$ cat config.mk
export PLATFORM = sky130hd
export DESIGN_NAME = jtag_scan_ctrl_flat
export DESIGN_NICKNAME = d
export VERILOG_FILES = /design/src/rtl/jtag_scan_ctrl_if.sv /design/src/rtl/jtag_scan_ctrl.sv /design/src/flat_wrapper.sv
export SDC_FILE = /design/constraint.sdc
export NUM_CORES = 1
export LEC_CHECK = 0
export BUFFER_PORTS_ARGS = -buffer_cell sky130_fd_sc_hd__buf_2
export CORE_MARGIN = 4
export CORE_UTILIZATION = 47
export DETAILED_ROUTE_END_ITERATION = 7
export PLACE_DENSITY_LB_ADDON = 0.05
export REMOVE_ABC_BUFFERS = 1
export SYNTH_ARGS = -nofsm -noshare
export SYNTH_HDL_FRONTEND = slang
export SYNTH_SLANG_ARGS = --single-unit
$ cat constraint.sdc
create_clock -name tck -period 2.2 [get_ports tck]
set_clock_uncertainty 0.1 [all_clocks]
set_input_delay 0.44 -clock tck [delete_from_list [all_inputs] [get_ports tck]]
set_output_delay 0.44 -clock tck [all_outputs]
set_load 0.01 [all_outputs]
$ cat src/rtl/jtag_scan_ctrl_if.sv
// ---------------------------------------------------------------------------
// jtag_scan_ctrl_if
//   Virtual-JTAG DR-side signal bundle between the v_jtag instance (master)
//   and the scan phase sequencer (slave).
//
//   Signals:
//     cdr  - Capture-DR state strobe        (master -> slave)
//     sdr  - Shift-DR state strobe          (master -> slave)
//     udr  - Update-DR state strobe         (master -> slave)
//     tdi  - serial data from host, LSB 1st (master -> slave)
//     tdo  - serial data to host            (slave  -> master)
//
//   Handshake: there is no valid/ready pair. Each strobe is sampled on every
//   rising tck edge and acts on that edge only; when several are high
//   together, udr wins over cdr, which wins over sdr. The host samples tdo
//   before the tck edge that shifts it out.
// ---------------------------------------------------------------------------
interface jtag_scan_ctrl_if;
    logic cdr;
    logic sdr;
    logic udr;
    logic tdi;
    logic tdo;

    modport master (output cdr, output sdr, output udr, output tdi, input tdo);
    modport slave  (input cdr, input sdr, input udr, input tdi, output tdo);
endinterface

$ cat src/rtl/jtag_scan_ctrl.sv
// ---------------------------------------------------------------------------
// jtag_scan_ctrl
//   Phase sequencer for the virtual-JTAG DUT harness. Alternates between an
//   input scan (host -> in_sr -> dut_input) and an output scan
//   (dut_output -> out_sr -> host). A stimulus vector is applied only when
//   exactly NUM_IN bits were shifted; bad scans set a sticky error flag.
//
//   Ports:
//     tck          - clock (virtual JTAG TCK), rising edge
//     rst          - synchronous active-high reset
//     jtag         - cdr/sdr/udr/tdi in, tdo out (slave modport)
//     dut_output   - DUT response vector, captured on cdr in output phase
//     dut_input    - registered stimulus vector
//     in_valid     - one-cycle pulse when dut_input is updated
//     out_captured - one-cycle pulse when dut_output is captured
//     phase        - 0 = input phase, 1 = output phase
//     err_clear    - clears shift_err (a new error on the same edge wins)
//     shift_err    - sticky bad-scan flag
//     vector_count - accepted input vectors, wraps at 16 bits
//     fsm_state    - debug view of the sequencer state
// ---------------------------------------------------------------------------
module jtag_scan_ctrl #(
    parameter int NUM_IN  = 8,
    parameter int NUM_OUT = 6
) (
    input  logic                tck,
    input  logic                rst,
    jtag_scan_ctrl_if.slave     jtag,
    input  logic [NUM_OUT-1:0]  dut_output,
    output logic [NUM_IN-1:0]   dut_input,
    output logic                in_valid,
    output logic                out_captured,
    output logic                phase,
    input  logic                err_clear,
    output logic                shift_err,
    output logic [15:0]         vector_count,
    output logic [1:0]          fsm_state
);

    // Bit 1 of the encoding is the phase, so phase is a plain register bit.
    typedef enum logic [1:0] {
        IN_WAIT   = 2'd0,
        IN_SHIFT  = 2'd1,
        OUT_WAIT  = 2'd2,
        OUT_SHIFT = 2'd3
    } state_t;

    localparam logic [7:0] IN_LEN  = 8'(NUM_IN);
    localparam logic [7:0] OUT_LEN = 8'(NUM_OUT);

    state_t               state_q;
    logic [NUM_IN-1:0]    in_sr_q;
    logic [NUM_OUT-1:0]   out_sr_q;
    logic [NUM_IN-1:0]    dut_input_q;
    logic [15:0]          vector_count_q;
    logic [7:0]           bit_cnt_q;
    logic                 cap_q;
    logic                 in_valid_q;
    logic                 out_captured_q;
    logic                 shift_err_q;

    logic [NUM_IN-1:0]    in_sr_d;
    logic [NUM_OUT-1:0]   out_sr_d;
    logic [7:0]           bit_cnt_d;
    logic                 in_len_ok;
    logic                 err_set;

    always_comb begin
        // Shift right with tdi entering at the MSB; written this way so that
        // a one-bit register is legal.
        in_sr_d            = in_sr_q >> 1;
        in_sr_d[NUM_IN-1]  = jtag.tdi;
        out_sr_d           = out_sr_q >> 1;
        // Counter saturates so an over-long scan can never wrap back to a
        // length that looks exact.
        bit_cnt_d          = (bit_cnt_q == 8'hFF) ? bit_cnt_q : bit_cnt_q + 8'd1;
        in_len_ok          = (bit_cnt_q == IN_LEN);
        err_set            = jtag.udr &&
                             (state_q[1] ? ((bit_cnt_q != OUT_LEN) || !cap_q)
                                         : !in_len_ok);
    end

    always_ff @(posedge tck) begin
        if (rst) begin
            state_q        <= IN_WAIT;
            in_sr_q        <= '0;
            out_sr_q       <= '0;
            dut_input_q    <= '0;
            vector_count_q <= '0;
            bit_cnt_q      <= '0;
            cap_q          <= 1'b0;
            in_valid_q     <= 1'b0;
            out_captured_q <= 1'b0;
            shift_err_q    <= 1'b0;
        end else begin
            in_valid_q     <= 1'b0;
            out_captured_q <= 1'b0;

            if (err_set) begin
                shift_err_q <= 1'b1;
            end else if (err_clear) begin
                shift_err_q <= 1'b0;
            end

            if (jtag.udr) begin
                // Every udr ends the current phase, good scan or not.
                bit_cnt_q <= '0;
                if (!state_q[1]) begin
                    if (in_len_ok) begin
                        dut_input_q    <= in_sr_q;
                        in_valid_q     <= 1'b1;
                        vector_count_q <= vector_count_q + 16'd1;
                    end
                    state_q <= OUT_WAIT;
                end else begin
                    cap_q   <= 1'b0;
                    state_q <= IN_WAIT;
                end
            end else if (jtag.cdr) begin
                // Capture only before the first output shift; a repeated
                // cdr in OUT_WAIT reloads.
                if (state_q == OUT_WAIT) begin
                    out_sr_q       <= dut_output;
                    out_captured_q <= 1'b1;
                    cap_q          <= 1'b1;
                end
            end else if (jtag.sdr) begin
                bit_cnt_q <= bit_cnt_d;
                if (!state_q[1]) begin
                    in_sr_q <= in_sr_d;
                    state_q <= IN_SHIFT;
                end else begin
                    out_sr_q <= out_sr_d;
                    state_q  <= OUT_SHIFT;
                end
            end
        end
    end

    assign jtag.tdo     = out_sr_q[0];
    assign dut_input    = dut_input_q;
    assign in_valid     = in_valid_q;
    assign out_captured = out_captured_q;
    assign phase        = state_q[1];
    assign shift_err    = shift_err_q;
    assign vector_count = vector_count_q;
    assign fsm_state    = state_q;

endmodule

$ cat src/flat_wrapper.sv
// flat-port wrapper written by rule: the top's interface ports become plain ports
module jtag_scan_ctrl_flat 
#(
    parameter int NUM_IN  = 8,
    parameter int NUM_OUT = 6
)
  (tck, rst, dut_output, dut_input, in_valid, out_captured, phase, err_clear, shift_err, vector_count, fsm_state, jtag_cdr, jtag_sdr, jtag_udr, jtag_tdi, jtag_tdo);
  jtag_scan_ctrl_if jtag_i ();
  input  logic tck;
  input  logic rst;
  input  logic [NUM_OUT-1:0] dut_output;
  output logic [NUM_IN-1:0] dut_input;
  output logic in_valid;
  output logic out_captured;
  output logic phase;
  input  logic err_clear;
  output logic shift_err;
  output logic [15:0] vector_count;
  output logic [1:0] fsm_state;
  input wire logic [$bits(jtag_i.cdr)-1:0] jtag_cdr;
  input wire logic [$bits(jtag_i.sdr)-1:0] jtag_sdr;
  input wire logic [$bits(jtag_i.udr)-1:0] jtag_udr;
  input wire logic [$bits(jtag_i.tdi)-1:0] jtag_tdi;
  output wire logic [$bits(jtag_i.tdo)-1:0] jtag_tdo;
  assign jtag_i.cdr = jtag_cdr;
  assign jtag_i.sdr = jtag_sdr;
  assign jtag_i.udr = jtag_udr;
  assign jtag_i.tdi = jtag_tdi;
  assign jtag_tdo = jtag_i.tdo;
  jtag_scan_ctrl #(.NUM_IN(NUM_IN), .NUM_OUT(NUM_OUT)) u_core (.tck(tck), .rst(rst), .jtag(jtag_i), .dut_output(dut_output), .dut_input(dut_input), .in_valid(in_valid), .out_captured(out_captured), .phase(phase), .err_clear(err_clear), .shift_err(shift_err), .vector_count(vector_count), .fsm_state(fsm_state));
endmodule
Word level (Yosys, flattened, before mapping)
Cells that the tools add are included.
Cells by class
  add/sub/neg operators: 2
  equality and inequality tests: 7
  multiplexer cells: 18
  bitwise gates (word level): 4
  reductions and logical operators: 19
Operators with widths (number)
  $mux W6: 4
  $add A16 B1 Y16 const B: 1
  $reduce_bool A2 Y1: 6
  $mux W2: 5
  $mux W1: 9
  $reduce_and A3 Y1: 3
  $add A8 B1 Y8 const B: 1
  $eq A8 B4 Y1 const B: 1
  $eq A8 B8 Y1 const B: 1
  $ne A8 B3 Y1 const B: 1
  $reduce_and A4 Y1: 2
  $ne A2 B1 Y1 const B: 3
  $reduce_or A3 Y1: 2
  $not A1 Y1: 4
  $eq A2 B2 Y1 const B: 1
  $logic_not A1 Y1: 2
  $reduce_and A2 Y1: 1
  $reduce_or A2 Y1: 1
  $logic_and A1 B1 Y1: 1
  $logic_or A1 B1 Y1: 1
Storage, ports and cells
  register bits after elaboration: 52
  output and inout port bits: 31

Longest topological paths before layout
  word-level depth: 5
  gate-level depth with buffers: 7

Worst setup path before layout
No wires, ideal clock.
  path type: input to register
  start: in jtag_udr
  end: reg u_core.vector_count_q[14], in the netlist u_core.vector_count[14]
  arrival time: 1.703 ns
  path slack: 0.327 ns
  stages: 6
  path buffers: 2
  cell sequence: buf_2 and4b_1 nand4_1 buf_2 or4_1 a21oi_1
Between the ends
  cells in the longest elaborated chain, start to end: 1
RTL lines
  start: declaration: line flat_wrapper.sv:22  | input wire logic [$bits(jtag_i.udr)-1:0] jtag_udr;
  $reduce_and A3 Y1 (no line)
  end signal: assignment: line jtag_scan_ctrl.sv:112  | vector_count_q <= vector_count_q + 16'd1;
  end: declaration: line jtag_scan_ctrl.sv:55  | logic [15:0] vector_count_q;
No other way between the ends.
A chain may end at the register's enable or synchronous reset.

Final worst setup path
  start: reg u_core.bit_cnt_q[0]
  end: reg u_core.vector_count_q[6], in the netlist u_core.vector_count[6]
Between the ends
  cells in the longest elaborated chain, start to end: 2
RTL lines
  start: declaration: line jtag_scan_ctrl.sv:56  | logic [7:0] bit_cnt_q;
  start signal: assignment: line jtag_scan_ctrl.sv:128  | bit_cnt_q <= bit_cnt_d;
  $eq A8 B4 Y1: line jtag_scan_ctrl.sv:77  | in_len_ok = (bit_cnt_q == IN_LEN);
  $reduce_and A3 Y1 (no line)
No other way between the ends.

==> results.cfg <==
[clock_network]
postCtsSetupRepairBufs = 0
cts_tree = yes
cts-root-buf = clkbuf_8
worstSkewPairLatency_ns = 0.31
htreeDepth = 2
cts_num_sinks = 52
postCtsResizedCells = 0
postCtsHoldBufs = 0
cts_made_buffers = 5
clockBufferDepth = 2
cts.reportedPaths.clkPinSlew_ns = 0.10

[power_and_ir_drop]
p_total_mw = 1.627
ir_drop_uv = 566.5
power_leakage_nw = 1.015
power_density_nw_per_um2 = 606.6

[run]
cap_violations = 0

[timing]
max_freq_mhz = 522.3
setup-violations-final = 0
worstMarginPinSlew_ns = 0.3335
post-route-min-period_ns = 1.914
hold_viol = 0
worst_slack_ns = 0.2855
rsz0062_at_grt = false
drv_slew = 0
slew_headroom_pct = 77.56
timing.hold.ws_ns = 0.2597
setup_tns_ns = 0
timing.final.crit_share_pct = 87.02

[synth]
yosysMostFrequentCell = dfxtp_1
synth-seq-cells = 52
async_flop_share_pct = 0
syn_area_per_cell_um2 = 8.331
syn-cell-area_um2 = 2291
ys_top_cells_by_area = dfxtp_1, nand2_1, a21oi_1, nand3_1, mux2i_1
synth_cells = 275
synth_commonest_cells = dfxtp_1, nand2_1, a21oi_1
post_synth_fa_ha_maj_area_fraction_pct = 2.185
ys_seq_area_share_pct = 45.44
yosys.area.top_type = dfxtp_1
synth-edff-count = 0
synth-simple-area-share_pct = 27.85
synth_compound_area_share_pct = 15.35
yosysTopAreaCellShare_pct = 45.44
synthMuxAreaShare_pct = 2.622
ys_types = 37
synthFlopType = dfxtp_1
synth_top_family_by_area = simple AND/OR/NAND/NOR gates
synth_warnings = 0
synthXorXnorAreaFrac_pct = 2.294

[critical_path]
crit_required_ns = 2.35
cp_slowest_cell = or3_1
end_kind = flip-flop
worstPathArrival_ns = 2.06
path_buf_inv = 2
cp-start-kind = flip-flop
path_cells = inv_1 -> ha_1 -> and3b_1 -> nand3_1 -> buf_4 -> or3_1 -> a21oi_1
critPathKind = flip-flop to flip-flop
slowest_delay_ns = 0.35
critPathMaxFanout = 14
critPathTopFamily = simple AND/OR/NAND/NOR gates

[place]
gp_congestion = 0.7630
pre_cts_ws_ns = 0.2635
numPortBuffers = 43
dpl.hpwl_um = 3454

[floorplanning]
die_w_um = 77.82
pin_count = 44
dieArea_um2 = 6055
die_h_um = 77.82
num_rows = 25
core-area_um2 = 4723
initial_utilization_pct = 48.50

[grt]
grt_pass1_wl_um = 8397
first_global_vias = 1786
antenna_found_initial = 0
grt_max_degree = 19
grt_usage_pct = 17.25
overflow = 0

[final_layout]
antennaDiodeCount = 0
area_growth_pct = 17.09
final_nets = 334
drive_gt1_share_pct = 19.81

[detailed_routing]
vias = 2027
drt-total-wl_um = 4951
maxUsedRoutingLayer = met4
wl_met1_um = 2536
wl_met2_um = 2157
wl_per_cell_um = 12.86
first_iter_violations = 98
ant_nets = 0
drtPass1Iterations = 4
drc = 0
via_per_inst = 5.265
wl_met3_um = 178

[worst_hold_path]
worstHoldPathType = primary input to flip-flop

[status]
status = finished clean
[final timing paths]
path | to | cells after the start | from | slack (ns)
max | u_core.vector_count[6]$_SDFFE_PP0P_ | 7 | u_core.bit_cnt_q[0]$_SDFFE_PP0P_ | 0.29
min | u_core.in_sr_q[7]$_SDFFE_PP0P_ | 3 | jtag_tdi | 0.26
max reg2reg | u_core.vector_count[6]$_SDFFE_PP0P_ | 7 | u_core.bit_cnt_q[0]$_SDFFE_PP0P_ | 0.29
min reg2reg | u_core.dut_input[0]$_SDFFE_PP0P_ | 2 | u_core.dut_input[0]$_SDFFE_PP0P_ | 0.36
[registers in the layout, summed over array words and instances (netlist names)]
register and cells:
u_core.shift_err 1, u_core.dut_input 8, u_core.in_valid 1, u_core.bit_cnt_q 8, u_core.fsm_state 2, u_core.out_captured 1
u_core.cap_q 1, u_core.vector_count 16, u_core.out_sr_q 6, u_core.in_sr_q 8
[kinds of logic (layout without fill, tap and decap cells)]
| logic type | count (synthesis) | in the layout |
|---|---|---|
| AND/OR/NAND/NOR | 122 | 122 |
| AO/OA/AOI/OAI | 62 | 62 |
| flip-flops | 52 | 52 |
| buffers and inverters | 23 | 66 |
| XOR/XNOR | 6 | 6 |
| multiplexers | 6 | 6 |
| adder cells (fa/ha/maj) | 4 | 4 |
[cells in the final DEF (no fill, tap or decap), types with 2 or more instances in the layout]
cell	instances
or3_1	5
buf_2	43
a31oi_1	5
o21ai_0	10
inv_1	5
nand3_1	15
mux2i_1	6
a21oi_1	33
clkbuf_8	6
buf_4	10
nand4b_1	4
or4_1	7
nor2_1	15
nand4_1	2
ha_1	4
nand2_1	46
xnor2_1	5
and3b_1	2
o31ai_1	6
dfxtp_1	52
nor3_1	5
nor4_1	3
and4_1	3
nand2b_1	6
a211oi_1	6
[stage by stage]
| stage | cells | utilization (%) | cell area [um^2] |
|---|---|---|---|
| 3_3_place_gp | 377 | 54.75 | 2586 |
| 2_1_floorplan | 257 | - | 2212 |
| 5_1_grt | 385 | 56.79 | 2683 |
| 3_5_place_dp | 377 | 54.75 | 2586 |
| 6_report | 385 | 56.79 | 2683 |
| 4_1_cts | 385 | 56.79 | 2683 |
[where the power goes]
part,internal (mW),switching [mW]
combinational,0.0360,0.0539
sequential,0.951,0.00567
clock,0.258,0.322
total,1.25,0.382
[cell type report]
type | count | area [um^2]
Fill cell | 455 | 2041
Multi-Input combinational cell | 200 | 1152
Sequential cell | 52 | 1041
Timing Repair Buffer | 53 | 290.3
Tap cell | 67 | 83.83
Clock buffer | 6 | 82.58
Inverter | 5 | 18.77
Clock inverter | 2 | 13.76
[routing by layer]
| layer | vias to the layer above | global-route usage (%) |
|---|---|---|
| li1 | 1056 | - |
| met1 | 932 | 22.94 |
| met2 | 32 | 26.54 |
| met3 | 7 | 4.408 |
| met4 | 0 | 6.940 |
| met5 | - | 0 |
[tightest hold or removal path, cell delays in order]
cell and delay, ns:
buf_2 0.09, nand2_1 0.04, a21oi_1 0.05
Power figures use the tool's default switching activity.
